==> config.mk <==
export PLATFORM = sky130hd
export DESIGN_NAME = rf_wb_arbiter
export DESIGN_NICKNAME = d
export VERILOG_FILES = /design/src/rtl/rf_wb_arbiter.sv
export SDC_FILE = /design/constraint.sdc
export NUM_CORES = 1
export LEC_CHECK = 0
export BUFFER_PORTS_ARGS = -buffer_cell sky130_fd_sc_hd__clkbuf_2
export CAP_MARGIN = 20
export CORE_MARGIN = 2
export CORE_UTILIZATION = 54
export DETAILED_ROUTE_END_ITERATION = 8
export GPL_TIMING_DRIVEN = 0
export PLACE_DENSITY = 0.81
export SKIP_LAST_GASP = 1
export SLEW_MARGIN = 20
export SYNTH_ARGS = -nofsm -noshare
export SYNTH_HDL_FRONTEND = slang
export SYNTH_SLANG_ARGS = --single-unit
==> constraint.sdc <==
create_clock -name clk -period 3.68 [get_ports clk]
set_input_delay 0.736 -clock clk [delete_from_list [all_inputs] [get_ports clk]]
set_output_delay 0.736 -clock clk [all_outputs]
set_load 0.02 [all_outputs]
==> src/rtl/rf_wb_arbiter.sv <==
// rtl/rf_wb_arbiter.sv - register file write-port arbiter with MDU result FIFO and pending-write scoreboard
module rf_wb_arbiter #(
    parameter int ADDR_WIDTH   = 5,
    parameter int DATA_WIDTH   = 32,
    parameter int FIFO_DEPTH   = 2,
    parameter int STARVE_LIMIT = 4
) (
    input  logic                  clk,
    input  logic                  rstn,
    input  logic                  pwb_we,
    input  logic [ADDR_WIDTH-1:0] pwb_wa,
    input  logic [DATA_WIDTH-1:0] pwb_wd,
    input  logic                  mdu_valid,
    output logic                  mdu_ready,
    input  logic [ADDR_WIDTH-1:0] mdu_wa,
    input  logic [DATA_WIDTH-1:0] mdu_wd,
    input  logic                  iss_valid,
    input  logic [ADDR_WIDTH-1:0] iss_wa,
    input  logic [ADDR_WIDTH-1:0] chk_ra0,
    input  logic [ADDR_WIDTH-1:0] chk_ra1,
    input  logic [ADDR_WIDTH-1:0] chk_wa,
    output logic                  busy0,
    output logic                  busy1,
    output logic                  busy_wa,
    output logic                  stall_req,
    output logic                  rf_we,
    output logic [ADDR_WIDTH-1:0] rf_wa,
    output logic [DATA_WIDTH-1:0] rf_wd
);

    localparam int PW   = (FIFO_DEPTH > 1) ? $clog2(FIFO_DEPTH) : 1;
    localparam int CW   = $clog2(FIFO_DEPTH + 1);
    localparam int SW   = $clog2(STARVE_LIMIT + 1);
    localparam int NREG = 1 << ADDR_WIDTH;

    // MDU result buffer
    logic [ADDR_WIDTH-1:0] fifo_wa [FIFO_DEPTH];
    logic [DATA_WIDTH-1:0] fifo_wd [FIFO_DEPTH];
    logic [PW-1:0]         rd_ptr;
    logic [PW-1:0]         wr_ptr;
    logic [CW-1:0]         count;

    logic                  empty;
    logic                  full;
    logic                  push;
    logic                  pop;
    logic [ADDR_WIDTH-1:0] head_wa;
    logic [DATA_WIDTH-1:0] head_wd;

    // Pending MDU writes, one bit per architectural register
    logic [NREG-1:0]       pend;
    logic [NREG-1:0]       pend_next;

    logic [SW-1:0]         starve_cnt;

    assign empty   = (count == '0);
    assign full    = (count == CW'(FIFO_DEPTH));
    assign head_wa = fifo_wa[rd_ptr];
    assign head_wd = fifo_wd[rd_ptr];

    // Ready depends only on registered occupancy, so a full FIFO never takes a push
    assign mdu_ready = rstn && !full;
    assign push      = mdu_valid && mdu_ready;

    // The pipeline always wins; the FIFO drains only in cycles the pipeline leaves free
    assign pop       = rstn && !pwb_we && !empty;

    assign stall_req = rstn && (starve_cnt == SW'(STARVE_LIMIT));

    assign busy0   = rstn && pend[chk_ra0];
    assign busy1   = rstn && pend[chk_ra1];
    assign busy_wa = rstn && pend[chk_wa];

    // Write-port mux; register 0 is hardwired so writes to it are suppressed
    always_comb begin
        rf_we = 1'b0;
        rf_wa = pwb_wa;
        rf_wd = pwb_wd;
        if (rstn) begin
            if (pwb_we) begin
                rf_we = (pwb_wa != '0);
            end else if (!empty) begin
                rf_wa = head_wa;
                rf_wd = head_wd;
                rf_we = (head_wa != '0);
            end
        end
    end

    // FIFO payload storage; written only on an accepted push
    always_ff @(posedge clk) begin
        if (push) begin
            fifo_wa[wr_ptr] <= mdu_wa;
            fifo_wd[wr_ptr] <= mdu_wd;
        end
    end

    // FIFO pointers and occupancy; pointers wrap naturally at a power-of-two depth
    always_ff @(posedge clk) begin
        if (!rstn) begin
            rd_ptr <= '0;
            wr_ptr <= '0;
            count  <= '0;
        end else begin
            if (push) begin
                wr_ptr <= wr_ptr + PW'(1);
            end
            if (pop) begin
                rd_ptr <= rd_ptr + PW'(1);
            end
            if (push && !pop) begin
                count <= count + CW'(1);
            end else if (pop && !push) begin
                count <= count - CW'(1);
            end
        end
    end

    // Next scoreboard: clear on pop first so a same-address issue overrides it
    always_comb begin
        pend_next = pend;
        if (pop) begin
            pend_next[head_wa] = 1'b0;
        end
        if (iss_valid && (iss_wa != '0)) begin
            pend_next[iss_wa] = 1'b1;
        end
        pend_next[0] = 1'b0;
    end

    // Scoreboard register
    always_ff @(posedge clk) begin
        if (!rstn) begin
            pend <= '0;
        end else begin
            pend <= pend_next;
        end
    end

    // Starvation counter: counts cycles the FIFO waits behind the pipeline
    always_ff @(posedge clk) begin
        if (!rstn) begin
            starve_cnt <= '0;
        end else if (empty || pop) begin
            starve_cnt <= '0;
        end else if (pwb_we && (starve_cnt != SW'(STARVE_LIMIT))) begin
            starve_cnt <= starve_cnt + SW'(1);
        end
    end

endmodule

# Yosys cells after proc, flatten, opt, wreduce, memory -nomap -nowiden
# Memories as Yosys holds them, arrays and structs flattened. A register that Yosys moved wholly into a read port is not among the register bits.
# Cells that the tools add are included.
# totals
regBits	39
ramBits	74
inputBits	99
output_inout_bits	43
wordCells	82
mem_count	2
# memory_table
memory	depth	word_bits	read_ports	rd_clocked_by_memory_dff	write_ports	line	rtl
fifo_wd	2	32	1	1	1	38	logic [DATA_WIDTH-1:0] fifo_wd [FIFO_DEPTH];
fifo_wa	2	5	1	1	1	37	logic [ADDR_WIDTH-1:0] fifo_wa [FIFO_DEPTH];
# classes
add_sub_neg	5
magnitude_cmp	7
eq_ne	3
n_mux	29
n_bitwise	4
reduce_logical	26
# ops
op	count
$mux W32	5
$and A32 B32 Y32	1
$not A32 Y32	1
$or A32 B32 Y32	1
$lt A5 B6 Y1 const B	5
$bmux W1 S5	3
$mux W5	3
$reduce_bool A5 Y1	3
$logic_and A1 B1 Y1	14
$mux W1	14
$demux W1 S5	2
$ge A5 B1 Y1 const B	2
$logic_not A1 Y1	5
$mux W2	2
$add A3 B1 Y3 const B	1
$eq A3 B3 Y1 const B	1
$ne A3 B3 Y1 const B	1
$add A1 B1 Y1 const B	2
$add A2 B1 Y2 const B	1
$eq A2 B2 Y1 const B	1
$logic_not A2 Y1	1
$reduce_bool A2 Y1	1
$reduce_or A2 Y1	1
$sub A2 B1 Y2 const B	1
other kinds (2)	2

# Depth between registers and ports, before layout
# Gate-level depths: netlist (run 1).
# logic_depth
ltp_word	9
mapped_depth	9
depth_no_buf	8

# Worst setup path before layout (run 1)
# OpenSTA, ideal clock, no wires.
# synth_path
kind	input to register
start	in rstn
end	mem fifo_wa[0][0] (enable)
setup_time_ns	0.433
arrival_ns	3.135
required_ns	3.247
setup_slack_ns	0.112
cell_stages	3
n_path_buf	0
cell_sequence	a21boi_0 nand2_1 nor2_1
# synth_via
elab_chain_len	4
# synth_rtl
item	line	rtl
start: declaration	9	input logic rstn,
$logic_and A1 B1 Y1	62	assign mdu_ready = rstn && !full;
$logic_and A1 B1 Y1	63	assign push = mdu_valid && mdu_ready;
$mux W1	92	if (push) begin
$mux W1 (implied by the code)	93	fifo_wa[wr_ptr] <= mdu_wa;
end: declaration	37	
# No other way between the ends.

# Worst setup path after layout (run 1)
# layout_path
start	reg count[0]
end	out rf_wd[29]
# layout_via
elab_chain_len	4
# layout_rtl
item	line	rtl
start: declaration	41	logic [CW-1:0] count;
start signal: assignment	112	count <= count + CW'(1);
start signal: assignment	114	count <= count - CW'(1);
$logic_not A2 Y1	56	assign empty = (count == '0);
$mux W32	82	end else if (!empty) begin
$mux W32	80	if (pwb_we) begin
$mux W32	79	if (rstn) begin
end: declaration	28	output logic [DATA_WIDTH-1:0] rf_wd
# No other way between the ends.

==> results.toml, run 1 <==
[status]
outcome = "complete, no violations"

[route]
antenna_left = 0
wl_per_cell_um = 17.8
viasPerCell = 5.81
first_iter_violations = 232
drt_first_pass_iters = 5
drc = 0
via_count = 4750
wirelength_mm = 14.5

[grt]
grt_max_degree = 22
first_global_vias = 4861
grt.overflow.total = 0
track_usage_pct = 26.9
antenna_found_initial = 0
grt_pass1_wl_mm = 23.5

[yosys]
ys_async_sr_fraction_pct = 0
synth_edf_count = 74
synth_top_area_share_pct = 39.1
syn-cell-area_mm2 = 0.00568
syn_area_per_cell_um2 = 11.1
synth-seq-cells = 113
synthDistinctLibCells = 46
syn_inst = 513
synth.area.top_cells = "edfxtp_1 39%, dfxtp_1 14%, mux2i_1 8.5%"
seq_area_frac_synth_pct = 52.8
synth_top_area_cell = "edfxtp_1"
syn_nets = 615
ys_warn_count = 0
yosys_most_used_dff = "edfxtp_1"

[pwr]
vdd_drop_max_uv = 441
total_leakage_power_nw = 2.81
power_density_mw_per_mm2 = 511
total_power_mw = 3.68

[critical_path]
crit_type = "register to output port"
worst_ep_arrival_time_ns = 2.66
cp_max_fo = 10
worstSetupStartpointType = "register"
required_ns = 2.94
worstSetupEndpointType = "output port"

[place]
dp_hpwl_mm = 10.7
io_buffers = 134
place_congestion = 0.878
placed_cell_area_mm2 = 0.00659

[layout]
mostFrequentLayoutCell = "clkbuf_2"
multi_input_area_mm2 = 0.00250
final_nets = 770
final_cell_mix = "134 x clkbuf_2, 93 x nand2_1, 74 x edfxtp_1"
seq_area_mm2 = 0.00300
fill_cells = 742
area_growth_pct = 26.6
antennaDiodeCount = 0
fin_area_mm2 = 0.00719
drive_gt1_share_pct = 29.8

[timing]
drv_slew = 0
fin_tns_setup_ns = 0
rsz0062_at_grt = "no"
skew_ns = 0.00649
max_slew_margin_pct = 53.0
max_freq_mhz = 295
setup_viol = 0
period_needed_ns = 3.39
min_period_over_period_pct = 92.2
max_slew.worst_pin.slew_ns = 0.703
final-hold-violation-count = 0

[floorplanning]
coreArea_mm2 = 0.0103
rows = 37
initial_core_util_pct = 55.3
die_height_um = 107
die_area_mm2 = 0.0114
io_pins = 142
die_width_um = 107

[cts]
cts_htree_levels = 4
ctsResizeCount = 0
clkLatencyLatePin_ns = 0.51
cts_buffer_depth = 2
path_clk_slew_ns = 0.06
cts_root_buf = "clkbuf_8"
cts_sinks = 113
cts_buffers = 17
cts_setup_buffers = 0
cts_tree = "yes"
cts_hold_buf = 0

[min_path]
min_path_type = "input pin to register"

[flow_run]
max-cap-violations = 0
per-layer routing:
metal,GRT usage [%],part of all wire (%)
met3,8.21,8.4
met1,30.7,38
met2,46.3,51
met5,0,0
met4,12.2,3.4
critical path: stages, from the launching register on:
cell	delay, ns
dfxtp_1	0.36
o21ai_1	0.19
nor2_1	0.13
inv_2	0.10
clkbuf_1	0.42
clkbuf_1	0.52
nand2_1	0.10
o21ai_1	0.12
clkbuf_2	0.21
cells by family after synthesis:
group,share of synthesized area [%]
muxes,15.9
xor gates and xnor gates,0.462
and+or+nand+nor,11.4
AOI/OAI and AO/OA,15.4
adders and majority gates,0.661
DFF,52.8
buffers and inverters,3.30
Yosys cell counts (9+ instances only):
| master | instances |
|---|---|
| dfxtp_1 | 39 |
| buf_2 | 9 |
| edfxtp_1 | 74 |
| o21ai_1 | 11 |
| clkbuf_1 | 12 |
| nand2_1 | 93 |
| nor2_1 | 15 |
| mux2i_1 | 48 |
| mux4_2 | 14 |
| inv_1 | 9 |
| o21ai_0 | 61 |
| nor2b_1 | 13 |
| a21boi_0 | 35 |
metrics by stage:
step / std cells / utilization, % / hold WS, ns / setup WS [ns]
3_5_place_dp: 785 / 64.1 / 0.511 / 0.313
2_1_floorplan: 513 / - / 0.470 / 0.112
3_3_place_gp: 783 / 63.5 / 0.481 / -0.580
5_1_grt: 817 / 70.0 / 0.396 / 0.0590
6_report: 817 / 70.0 / 0.411 / 0.287
4_1_cts: 817 / 70.0 / 0.391 / 0.261
state kept, by name, indices dropped and copies added (netlist names), named ones only:
signal      flops
starve_cnt      3
wr_ptr          1
count           2
pend           31
fifo_wd        64
rd_ptr          1
fifo_wa        10
power by group:
part | switching [mW] | internal (mW) | leakage, nW
sequential | 0.0286 | 1.41 | 0.994
clock | 0.560 | 1.09 | 0.281
combinational | 0.360 | 0.225 | 1.54
total | 0.949 | 2.73 | 2.81
final timing paths:
| kind | startpoint | to | slack [ns] | depth (start not counted) |
|---|---|---|---|---|
| worst max-delay path | count[0] | rf_wd[29] | 0.29 | 8 |
| worst min-delay path | mdu_wd[30] | fifo_wd[1][30] | 0.41 | 1 |
| worst max register to register | count[0] | count[1] | 0.99 | 8 |
| worst min register to register | pend[4] | pend[4] | 0.52 | 2 |
layout make-up:
class,count,area share [%]
sequential,113,41.7
multi-input combinational,361,34.8
timing repair buffer,136,10.1
clock buffer,17,5.76
clock inverter,15,2.66
tap,136,2.37
buffer,29,2.09
inverter,10,0.522
Power figures use the tool's default switching activity.
==> run 2, diff against run 1 <==
==> constraint.sdc (replaced) <==
create_clock -name clk -period 3.5 [get_ports clk]
set_input_delay 0.7 -clock clk [delete_from_list [all_inputs] [get_ports clk]]
set_output_delay 0.7 -clock clk [all_outputs]
set_load 0.02 [all_outputs]
==> run 2 against run 1 <==
Via count up 0.76%. Cell count unchanged. Critical path depth unchanged. Worst hold slack worse by 0.053 ns. Clock-buffer cell count up 1. Clock skew up 0.0047 ns. Register-to-register slack worse by 0.18 ns. Sequential cell count unchanged. Sequential power up 6%. First-iteration DRC count up 51%. Non-clock buffer count unchanged. Routed wire length up 4.7%.
==> results.toml, run 2 (synthesis gave the netlist of run 1 again) <==
[floorplanning]
initial_core_util_pct = 55.3
die_area_mm2 = 0.0114
die_width_um = 107
rows = 37
die_height_um = 107
coreArea_mm2 = 0.0103
io_pins = 142

[pwr]
vdd_drop_max_uv = 481
power_density_mw_per_mm2 = 516
total_leakage_power_nw = 2.77

[layout]
final_cell_mix = "134 x clkbuf_2, 93 x nand2_1, 74 x edfxtp_1"
antennaDiodeCount = 0
mostFrequentLayoutCell = "clkbuf_2"
layoutNonFillerInstCount = 817
reg.largest.list = "fifo_wd (64), pend (31), fifo_wa (10)"
max_flop_register = "fifo_wd"
largest_register_ffs = 64
final_nets = 770
drive_gt1_share_pct = 30.1
fin_util_pct = 69.2
area_growth_pct = 25.1

[timing]
max_slew_margin_pct = 54.7
drv_slew = 0
min_period_over_period_pct = 93.7
max_freq_mhz = 305
setup_viol = 0
max_slew.worst_pin.slew_ns = 0.661
rsz0062_at_grt = "no"
skew_ns = 0.0112
holdWs_ns = 0.358
period_needed_ns = 3.28
fin_tns_setup_ns = 0
final-hold-violation-count = 0

[grt]
antenna_found_initial = 0
first_global_vias = 4762
met2_usage_pct = 48.1
use_met1_pct = 32.4
grt_pass1_wl_mm = 23.7
track_usage_pct = 27.5
grt.overflow.total = 0
grt_busiest_layer = "met2"
grt_use_met3_pct = 8.45
grt_max_degree = 28

[route]
wirelength_mm = 15.2
wl_per_cell_um = 18.6
via_count = 4786
drt_first_pass_iters = 4
viasPerCell = 5.86
antenna_left = 0
first_iter_violations = 350
drc = 0

[critical_path]
worstSetupStartpointType = "register"
worst_ep_arrival_time_ns = 2.58
cp_max_fo = 10
required_ns = 2.80
crit_type = "register to output port"
worstSetupEndpointType = "output port"

[cts]
cts_buffers = 17
cts_buffer_depth = 2
cts_htree_levels = 4
cts_tree = "yes"
ctsResizeCount = 0
cts_sinks = 113
cts_root_buf = "clkbuf_8"
clkLatencyLatePin_ns = 0.53
path_clk_slew_ns = 0.06
cts_setup_buffers = 0
cts_hold_buf = 0

[place]
placed_cells = 785
place_congestion = 0.892
io_buffers = 134
dp_hpwl_mm = 10.9

[min_path]
min_path_type = "input pin to register"

[status]
outcome = "complete, no violations"

[flow_run]
max-cap-violations = 0
run 2: cell types whose count changed in the layout (fill, tap and decap cells not counted), sizes merged:
cell / before / now
clkinvlp: 4 / 5
clkinv: 6 / 7
bufinv: 4 / 1
clkbuf: 163 / 164
run 2: report_power, final:
group,internal [mW],switching (mW),leakage [nW]
registers,1.49,0.0301,0.994
logic,0.234,0.384,1.53
clock network,0.933,0.602,0.250
run 2: final cells by class:
class	count	area (um2)
Clock buffer	18	418
Multi-Input combinational cell	361	2500
Buffer	29	150
Tap cell	136	170
Fill cell	745	3170
Sequential cell	113	3000
Timing Repair Buffer	136	711
Clock inverter	14	118
Inverter	10	37.5
run 2: critical path: stages, from the launching register on:
cell and delay (ns):
dfxtp_1 0.35, o21ai_1 0.16, nor2_1 0.13, inv_2 0.10
clkbuf_1 0.32, clkbuf_1 0.56, nand2_1 0.12, o21ai_1 0.11
clkbuf_2 0.19
run 2: final timing paths:
| kind | startpoint | to | slack [ns] | depth (start not counted) |
|---|---|---|---|---|
| max reg2reg | count[0] | count[1] | 0.81 | 8 |
| min | mdu_wd[14] | fifo_wd[1][14] | 0.36 | 1 |
| max | count[0] | rf_wd[24] | 0.22 | 8 |
| min reg2reg | pend[7] | pend[7] | 0.52 | 2 |
run 2: per-stage QoR:
stage	instance area, um2	total power [mW]	setup slack, ns
after detailed placement	6570	2.15	0.328
after CTS	7110	3.68	0.221
after floorplan	5690	1.92	0.574
after global placement	6530	2.12	0.231
final	7110	3.67	0.220
after global routing	7110	3.80	0.0393
run 2: layer usage:
| layer | share of wire (%) | vias to the layer above |
|---|---|---|
| met3 | 8.9 | 27 |
| li1 | - | 2211 |
| met5 | 0 | - |
| met2 | 51 | 266 |
| met1 | 38 | 2282 |
| met4 | 1.7 | 0 |
